<file path="src/rtl/keymgr_kmac_msg_sender_if.sv">
// ----------------------------------------------------------------------------
// keymgr_kmac_msg_sender_if
// Purpose : bundles the message-sender <-> KMAC data channel.
//   kmac_data_o : request toward KMAC  {valid, data[63:0], strb[7:0], last}
//   kmac_data_i : response from KMAC   {ready, done, digest_share0[255:0],
//                                        digest_share1[255:0], error}
// Modports:
//   master : the message sender (drives kmac_data_o, observes kmac_data_i)
//   slave  : the KMAC side      (drives kmac_data_i, observes kmac_data_o)
// ----------------------------------------------------------------------------
interface keymgr_kmac_msg_sender_if;

    typedef struct packed {
        logic        valid;
        logic [63:0] data;
        logic [7:0]  strb;
        logic        last;
    } kmac_data_req_t;

    typedef struct packed {
        logic         ready;
        logic         done;
        logic [255:0] digest_share0;
        logic [255:0] digest_share1;
        logic         error;
    } kmac_data_rsp_t;

    kmac_data_req_t kmac_data_o;
    kmac_data_rsp_t kmac_data_i;

    modport master (output kmac_data_o, input kmac_data_i);
    modport slave  (input kmac_data_o, output kmac_data_i);

endinterface

</file>
<file path="src/rtl/keymgr_kmac_msg_sender.sv">
// ----------------------------------------------------------------------------
// keymgr_kmac_msg_sender
// Purpose : streams a latched message of up to MsgBytes bytes to KMAC as
//           64-bit beats, then waits for KMAC to finish and captures the two
//           digest shares.
// Parameters:
//   MsgBytes      : maximum message length in bytes (8..256)
//   TimeoutCycles : Wait-state watchdog limit (only with the macro below)
// Optional feature:
//   KEYMGR_KMAC_MSG_TIMEOUT_EN : when defined, a watchdog ends the Wait state
//                                with an error after TimeoutCycles cycles.
// Ports:
//   clk_i, rst_ni              : clock, synchronous active-low reset
//   start_i, msg_i, len_i      : request; sampled only when accepted in Idle
//   kmac                       : data channel to KMAC (master modport)
//   busy_o                     : high in every state except Idle
//   done_o / err_o             : one-cycle completion pulse and its status
//   digest_share0_o/1_o        : captured digest shares
// ----------------------------------------------------------------------------
module keymgr_kmac_msg_sender #(
    parameter int unsigned MsgBytes      = 48,
    parameter int unsigned TimeoutCycles = 1024
) (
    input  logic                           clk_i,
    input  logic                           rst_ni,
    input  logic                           start_i,
    input  logic [MsgBytes*8-1:0]          msg_i,
    input  logic [$clog2(MsgBytes+1)-1:0]  len_i,
    keymgr_kmac_msg_sender_if.master       kmac,
    output logic                           busy_o,
    output logic                           done_o,
    output logic                           err_o,
    output logic [255:0]                   digest_share0_o,
    output logic [255:0]                   digest_share1_o
);

    localparam int unsigned LenW     = $clog2(MsgBytes + 1);
    localparam int unsigned MaxWords = (MsgBytes + 7) / 8;
    localparam int unsigned MsgW     = MaxWords * 64;
    localparam logic [LenW-1:0] MaxLen = LenW'(MsgBytes);

    typedef enum logic [1:0] {
        ST_IDLE = 2'd0,
        ST_TX   = 2'd1,
        ST_WAIT = 2'd2,
        ST_FIN  = 2'd3
    } state_e;

    state_e           state_r, state_s;
    logic [LenW-1:0]  len_r, len_s;
    logic [LenW-1:0]  cnt_r, cnt_s;
    logic [LenW-1:0]  last_idx_s;
    logic [MsgW-1:0]  msg_r, msg_s;
    logic             capture_s;
    logic             xfer_s;
    logic             err_s;

    logic             valid_r, valid_s;
    logic             last_r, last_s;
    logic [63:0]      data_r, data_s;
    logic [7:0]       strb_r, strb_s;
    logic             busy_r, done_r, err_r;
    logic [255:0]     dig0_r, dig1_r;

    // Copies the message, zeroing every byte at or beyond len so that no
    // stale or undriven bits can ever reach the data bus.
    function automatic logic [MsgW-1:0] mask_msg(input logic [MsgBytes*8-1:0] m,
                                                 input logic [LenW-1:0]       l);
        logic [MsgW-1:0] out_v;
        out_v = {MsgW{1'b0}};
        for (int i = 0; i < int'(MsgBytes); i++) begin
            if (LenW'(i) < l) begin
                out_v[i*8 +: 8] = m[i*8 +: 8];
            end else begin
                out_v[i*8 +: 8] = 8'h00;
            end
        end
        return out_v;
    endfunction

    // Byte enables of the final beat: r = len mod 8 bytes, r = 0 means full.
    function automatic logic [7:0] last_strb(input logic [LenW-1:0] l);
        logic [7:0] s_v;
        if (l[2:0] == 3'd0) begin
            s_v = 8'hFF;
        end else begin
            s_v = (8'h01 << l[2:0]) - 8'h01;
        end
        return s_v;
    endfunction

`ifdef KEYMGR_KMAC_MSG_TIMEOUT_EN
    localparam int unsigned TimerW = $clog2(TimeoutCycles + 1);
    logic [TimerW-1:0] timer_r;
    logic              timeout_s;

    assign timeout_s = (timer_r == TimerW'(TimeoutCycles - 1));

    // Wait-state watchdog: held at zero outside Wait, so it restarts on entry.
    always_ff @(posedge clk_i) begin
        if (!rst_ni) begin
            timer_r <= {TimerW{1'b0}};
        end else if (state_r != ST_WAIT) begin
            timer_r <= {TimerW{1'b0}};
        end else begin
            timer_r <= timer_r + TimerW'(1);
        end
    end
`endif

    assign xfer_s = valid_r && kmac.kmac_data_i.ready;

    // Next-state logic; err_s is only ever set on a transition into Fin so
    // err_o is low whenever done_o is low.
    always_comb begin
        state_s   = state_r;
        cnt_s     = cnt_r;
        len_s     = len_r;
        msg_s     = msg_r;
        capture_s = 1'b0;
        err_s     = 1'b0;
        case (state_r)
            ST_IDLE: begin
                if (start_i) begin
                    if ((len_i != LenW'(0)) && (len_i <= MaxLen)) begin
                        msg_s   = mask_msg(msg_i, len_i);
                        len_s   = len_i;
                        cnt_s   = LenW'(0);
                        state_s = ST_TX;
                    end else begin
                        err_s   = 1'b1;
                        state_s = ST_FIN;
                    end
                end else begin
                    state_s = ST_IDLE;
                end
            end
            ST_TX: begin
                // A KMAC completion before our final beat is a protocol fault.
                if (kmac.kmac_data_i.done || kmac.kmac_data_i.error) begin
                    err_s   = 1'b1;
                    state_s = ST_FIN;
                end else if (xfer_s) begin
                    if (cnt_r == last_idx_s) begin
                        state_s = ST_WAIT;
                    end else begin
                        cnt_s = cnt_r + LenW'(1);
                    end
                end else begin
                    state_s = ST_TX;
                end
            end
            ST_WAIT: begin
                if (kmac.kmac_data_i.done) begin
                    capture_s = 1'b1;
                    err_s     = kmac.kmac_data_i.error;
                    state_s   = ST_FIN;
                end else if (kmac.kmac_data_i.error) begin
                    err_s   = 1'b1;
                    state_s = ST_FIN;
                end
`ifdef KEYMGR_KMAC_MSG_TIMEOUT_EN
                else if (timeout_s) begin
                    err_s   = 1'b1;
                    state_s = ST_FIN;
                end
`endif
                else begin
                    state_s = ST_WAIT;
                end
            end
            ST_FIN: begin
                state_s = ST_IDLE;
            end
            default: begin
                state_s = ST_IDLE;
            end
        endcase
    end

    // Index of the final word, derived from the length that will be live
    // next cycle (len >= 1 whenever it is used).
    assign last_idx_s = (len_s - LenW'(1)) >> 3'd3;

    // Next values of the registered KMAC request, computed from the next
    // state so the bus lines up with the state register.
    always_comb begin
        valid_s = (state_s == ST_TX);
        last_s  = 1'b0;
        data_s  = 64'h0;
        strb_s  = 8'h00;
        if (valid_s) begin
            data_s = msg_s[{cnt_s, 6'b000000} +: 64];
            last_s = (cnt_s == last_idx_s);
            if (last_s) begin
                strb_s = last_strb(len_s);
            end else begin
                strb_s = 8'hFF;
            end
        end else begin
            data_s = 64'h0;
        end
    end

    // State, datapath and output registers.
    always_ff @(posedge clk_i) begin
        if (!rst_ni) begin
            state_r <= ST_IDLE;
            cnt_r   <= LenW'(0);
            len_r   <= LenW'(0);
            msg_r   <= {MsgW{1'b0}};
            valid_r <= 1'b0;
            last_r  <= 1'b0;
            data_r  <= 64'h0;
            strb_r  <= 8'h00;
            busy_r  <= 1'b0;
            done_r  <= 1'b0;
            err_r   <= 1'b0;
            dig0_r  <= 256'h0;
            dig1_r  <= 256'h0;
        end else begin
            state_r <= state_s;
            cnt_r   <= cnt_s;
            len_r   <= len_s;
            msg_r   <= msg_s;
            valid_r <= valid_s;
            last_r  <= last_s;
            data_r  <= data_s;
            strb_r  <= strb_s;
            busy_r  <= (state_s != ST_IDLE);
            done_r  <= (state_s == ST_FIN);
            err_r   <= err_s;
            if (capture_s) begin
                dig0_r <= kmac.kmac_data_i.digest_share0;
                dig1_r <= kmac.kmac_data_i.digest_share1;
            end else begin
                dig0_r <= dig0_r;
                dig1_r <= dig1_r;
            end
        end
    end

    assign kmac.kmac_data_o = '{valid: valid_r, data: data_r, strb: strb_r, last: last_r};
    assign busy_o          = busy_r;
    assign done_o          = done_r;
    assign err_o           = err_r;
    assign digest_share0_o = dig0_r;
    assign digest_share1_o = dig1_r;

endmodule

</file>
<file path="src/flat_wrapper.sv">
// flat-port wrapper written by rule: the top's interface ports become plain ports
module keymgr_kmac_msg_sender_flat 
#(
    parameter int unsigned MsgBytes      = 48,
    parameter int unsigned TimeoutCycles = 1024
)
  (clk_i, rst_ni, start_i, msg_i, len_i, busy_o, done_o, err_o, digest_share0_o, digest_share1_o, kmac_kmac_data_o, kmac_kmac_data_i);
  keymgr_kmac_msg_sender_if kmac_i ();
  input  logic clk_i;
  input  logic rst_ni;
  input  logic start_i;
  input  logic [MsgBytes*8-1:0] msg_i;
  input  logic [$clog2(MsgBytes+1)-1:0] len_i;
  output logic busy_o;
  output logic done_o;
  output logic err_o;
  output logic [255:0] digest_share0_o;
  output logic [255:0] digest_share1_o;
  output wire logic [$bits(kmac_i.kmac_data_o)-1:0] kmac_kmac_data_o;
  input wire logic [$bits(kmac_i.kmac_data_i)-1:0] kmac_kmac_data_i;
  assign kmac_kmac_data_o = kmac_i.kmac_data_o;
  assign kmac_i.kmac_data_i = kmac_kmac_data_i;
  keymgr_kmac_msg_sender #(.MsgBytes(MsgBytes), .TimeoutCycles(TimeoutCycles)) u_core (.clk_i(clk_i), .rst_ni(rst_ni), .start_i(start_i), .msg_i(msg_i), .len_i(len_i), .kmac(kmac_i), .busy_o(busy_o), .done_o(done_o), .err_o(err_o), .digest_share0_o(digest_share0_o), .digest_share1_o(digest_share1_o));
endmodule
</file>
<file path="config.mk">
export PLATFORM = sky130hd
export DESIGN_NAME = keymgr_kmac_msg_sender_flat
export DESIGN_NICKNAME = d
export VERILOG_FILES = /design/src/rtl/keymgr_kmac_msg_sender_if.sv /design/src/rtl/keymgr_kmac_msg_sender.sv /design/src/flat_wrapper.sv
export SDC_FILE = /design/constraint.sdc
export NUM_CORES = 2
export LEC_CHECK = 0
export CAP_MARGIN = 20
export CORE_AREA = 2 2 587 589
export DETAILED_ROUTE_END_ITERATION = 6
export DIE_AREA = 0 0 589 591
export HOLD_SLACK_MARGIN = 0.1
export SLEW_MARGIN = 30
export SYNTH_ARGS = -nofsm -noshare
export SYNTH_HDL_FRONTEND = slang
export SYNTH_SLANG_ARGS = --single-unit
</file>
<file path="constraint.sdc">
create_clock -name clk_i -period 11.53 [get_ports clk_i]
set_input_delay 1.153 -clock clk_i [delete_from_list [all_inputs] [get_ports clk_i]]
set_output_delay 1.153 -clock clk_i [all_outputs]
set_load 0.005 [all_outputs]
</file>
==> results.yml <==
global_routing:
  met1_usage_pct: 16.8
  gr-total-overflow: 0
  antenna_found_initial: 201
  grtUsageMet3_pct: 6.14
  grt_first_pass_wirelength_mm: 384
  use_met2_pct: 29.4
  track_usage_pct: 16.4
  grt_pass1_vias: 39196
  gr-max-usage-layer: "met2"
  grt_max_degree: 257
logic_synthesis:
  yosys-top-cells-count: "nand2_1, dfxtp_1, a21boi_0"
  yosysMostFrequentCell: "nand2_1"
  yosysSeqAreaShare_pct: 49.4
  synthCells: 4800
  yosys-top-cells-area: "dfxtp_1, nand2_1, a21boi_0"
  synth_top_area_share_pct: 49.4
  yosys.area.top_type: "dfxtp_1"
  syn_area_per_cell_um2: 8.33
  netlist_area_um2: 40000
  ys_async_sr_fraction_pct: 0
  synth_edf_count: 0
  yosys_warnings: 0
  synth.distinct_cells: 80
  synth_fp_nets: 5711
  ys.flop_type: "dfxtp_1"
  ys_seq_elements: 987
clock_network:
  cts_buffer_depth: 4
  clockRootBuffer: "clkbuf_16"
  post_cts_buffers: 0
  cts_num_sinks: 987
  cts-hold-fix-buffers: 0
  cts_resized: 0
  clk_latency_ns: 0.90
  cts_made_buffers: 123
  cts_max_level: 3
  cts_tree: "yes"
  clk_pin_slew_ns: 0.06
timing:
  timing.fmax_ghz: 0.162
  slew_violations: 0
  hold_violations: 0
  hold_ws_ns: 0.461
  setup_ws_ns: 5.37
  period_needed_ns: 6.16
  finalCritPeriodShare_pct: 53.4
  grt_setup_unrepaired: "no"
  worst_slew_pin_slew_ns: 1.01
  relSlewSlack_pct: 32.4
  finClkSkew_ns: 0.110
  fin_setup_tns_ns: 0
  setup_viol: 0
die:
  initial_core_util_pct: 11.7
  die_y_um: 591
  rows: 215
  dieArea_um2: 348000
  io_pins: 1497
  dieWidth_um: 589
  core_um2: 342000
setup_path:
  arrival_ns: 6.88
  startpoint_type: "primary input"
  cp_cell_sequence: "clkdlybuf4s50_1 -> nor4_4 -> mux2_4 -> or4_4 -> a21bo_1 -> a211oi_4 -> a311oi_1 -> and3_1 -> nor2_2 -> buf_4 -> nand3_2 -> o32a_1 -> o21ai_0"
  crit_family: "simple AND/OR/NAND/NOR gates"
  crit_slowest_cell: "clkdlybuf4s50_1"
  cp_data_required_time_ns: 12.25
  critical_path_class: "in2reg"
  end_kind: "flop"
  path_max_fanout: 24
  path_buf_inv: 2
  cpPeakStageDelay_ns: 0.90
route:
  initialDrtViolationCount: 3124
  wirelength_mm: 298
  ant_nets: 0
  vias: 41135
  viasPerCell: 3.80
  firstDrtPassIters: 6
  drc_errors: 0
  wl_per_cell_um: 27.5
status:
  status: "complete, no violations"
placement:
  pre_cts_slack_ns: 4.54
  place_congestion: 0.927
  port_buffers: 1496
  dp_hpwl_mm: 244
layout:
  syn2layout_area_growth_pct: 60.3
  multi_input_area_um2: 18800
  nFillCells: 38213
  ff_latch_area_um2: 19800
  fin_util_pct: 18.8
  nets: 7010
  layout-drive-gt1-share_pct: 5.16
power:
  p_leak_nw: 21.7
  power_density_nw_per_um2: 142
  vdd_drop_max_uv: 130
job:
  cap_viol_max_count: 0
min_path:
  hold_class: "reg2reg"
logic make-up after synthesis:
| kind of cell | Yosys count | share of synthesized area (%) |
|---|---|---|
| AND/OR/NAND/NOR | 2197 | 24.6 |
| buffers and inverters | 386 | 3.90 |
| flip-flops | 987 | 49.4 |
| AO/OA/AOI/OAI | 1172 | 20.6 |
| adder cells (fa/ha/maj) | 3 | 0.0939 |
| multiplexers | 51 | 1.31 |
| XOR/XNOR | 4 | 0.0876 |
layout make-up:
| type | count | share of cell area (%) |
|---|---|---|
| diodes | 52 | 0.203 |
| clock buffers | 174 | 5.65 |
| clock inverters | 54 | 0.931 |
| inverters | 11 | 0.0644 |
| multi-input cells | 3427 | 29.2 |
| flip-flops and latches | 987 | 30.8 |
| well taps | 4557 | 8.89 |
| repair buffers | 1549 | 24.2 |
state kept, by name (all words and copies together), names as in the netlist:
register	cells
u_core.msg_r	384
u_core.digest_share0_o	256
u_core.digest_share1_o	256
u_core.data_r	64
u_core.strb_r	8
u_core.cnt_r	6
u_core.len_r	6
u_core.state_r	2
u_core.busy_o	1
u_core.done_o	1
u_core.err_o	1
u_core.last_r	1
u_core.valid_r	1
worst reg2reg max path: stages, from the launching register on:
cell,delay (ns)
dfxtp_1,0.45
nor3b_1,0.78
nand3_1,0.16
nand3_1,0.23
xor2_1,0.34
nor3_1,0.19
or4_1,0.57
and3_1,0.29
nor2_2,0.49
buf_4,0.45
nand3_2,0.57
o32a_1,0.55
o21ai_0,0.07
placed cells by master (no fill, tap or decap), types with 8 or more instances in the layout:
cell type and instances:
clkdlybuf4s50_1 1495, nor2b_1 191, dfxtp_1 987, o221ai_1 16
o21ai_0 59, a31oi_1 13, mux2_2 8, clkbuf_16 124
clkinv_2 25, a22o_1 37, clkbuf_8 33, a311oi_1 11
a21boi_0 629, o22ai_1 34, nor2_1 99, o211ai_1 39
a22oi_1 49, clkbuf_1 17, diode_2 52, inv_1 10
bufinv_16 8, nand2_1 1386, and2_1 103, and3_1 137
nand3_1 196, mux2i_1 42, buf_4 42, a21oi_1 214
nor3_1 14, or2_2 11
report_power, final:
| part | switching (W) | total, W | internal [W] | leakage [nW] |
|---|---|---|---|---|
| clock | 0.00174 | 0.00411 | 0.00237 | 2.08 |
| combinational | 0.000725 | 0.00134 | 0.000619 | 11.7 |
| sequential | 0.0000738 | 0.00363 | 0.00355 | 8.00 |
| total | 0.00254 | 0.00908 | 0.00654 | 21.7 |
path summary, 6_finish.rpt:
check                           slack, ns                  startpoint  depth (start not counted)                          to
worst max-delay path                 5.37                    len_i[3]                         13           u_core.data_r[51]
worst min-delay path                 0.46  u_core.digest_share0_o[24]                          2  u_core.digest_share0_o[24]
worst max register to register       6.31           u_core.state_r[1]                         12           u_core.data_r[51]
worst min register to register       0.46  u_core.digest_share0_o[24]                          2  u_core.digest_share0_o[24]
metrics by stage:
step	std cells	cell area, um2	total power, W
2_1_floorplan	4800	40000	0.00419
3_3_place_gp	10527	59700	0.00504
3_5_place_dp	10528	59700	0.00504
4_1_cts	10756	63900	0.00921
5_1_grt	10796	64100	0.00943
6_report	10811	64100	0.00908
per-layer routing:
| metal | vias up | share of wire (%) | wire length (um) |
|---|---|---|---|
| met5 | - | 0.049 | 146 |
| met4 | 20 | 5.3 | 15700 |
| met3 | 634 | 9.8 | 29100 |
| met2 | 2118 | 50 | 149000 |
| met1 | 19557 | 35 | 104000 |
| li1 | 18806 | - | - |
(Power assumes the default switching activity.)
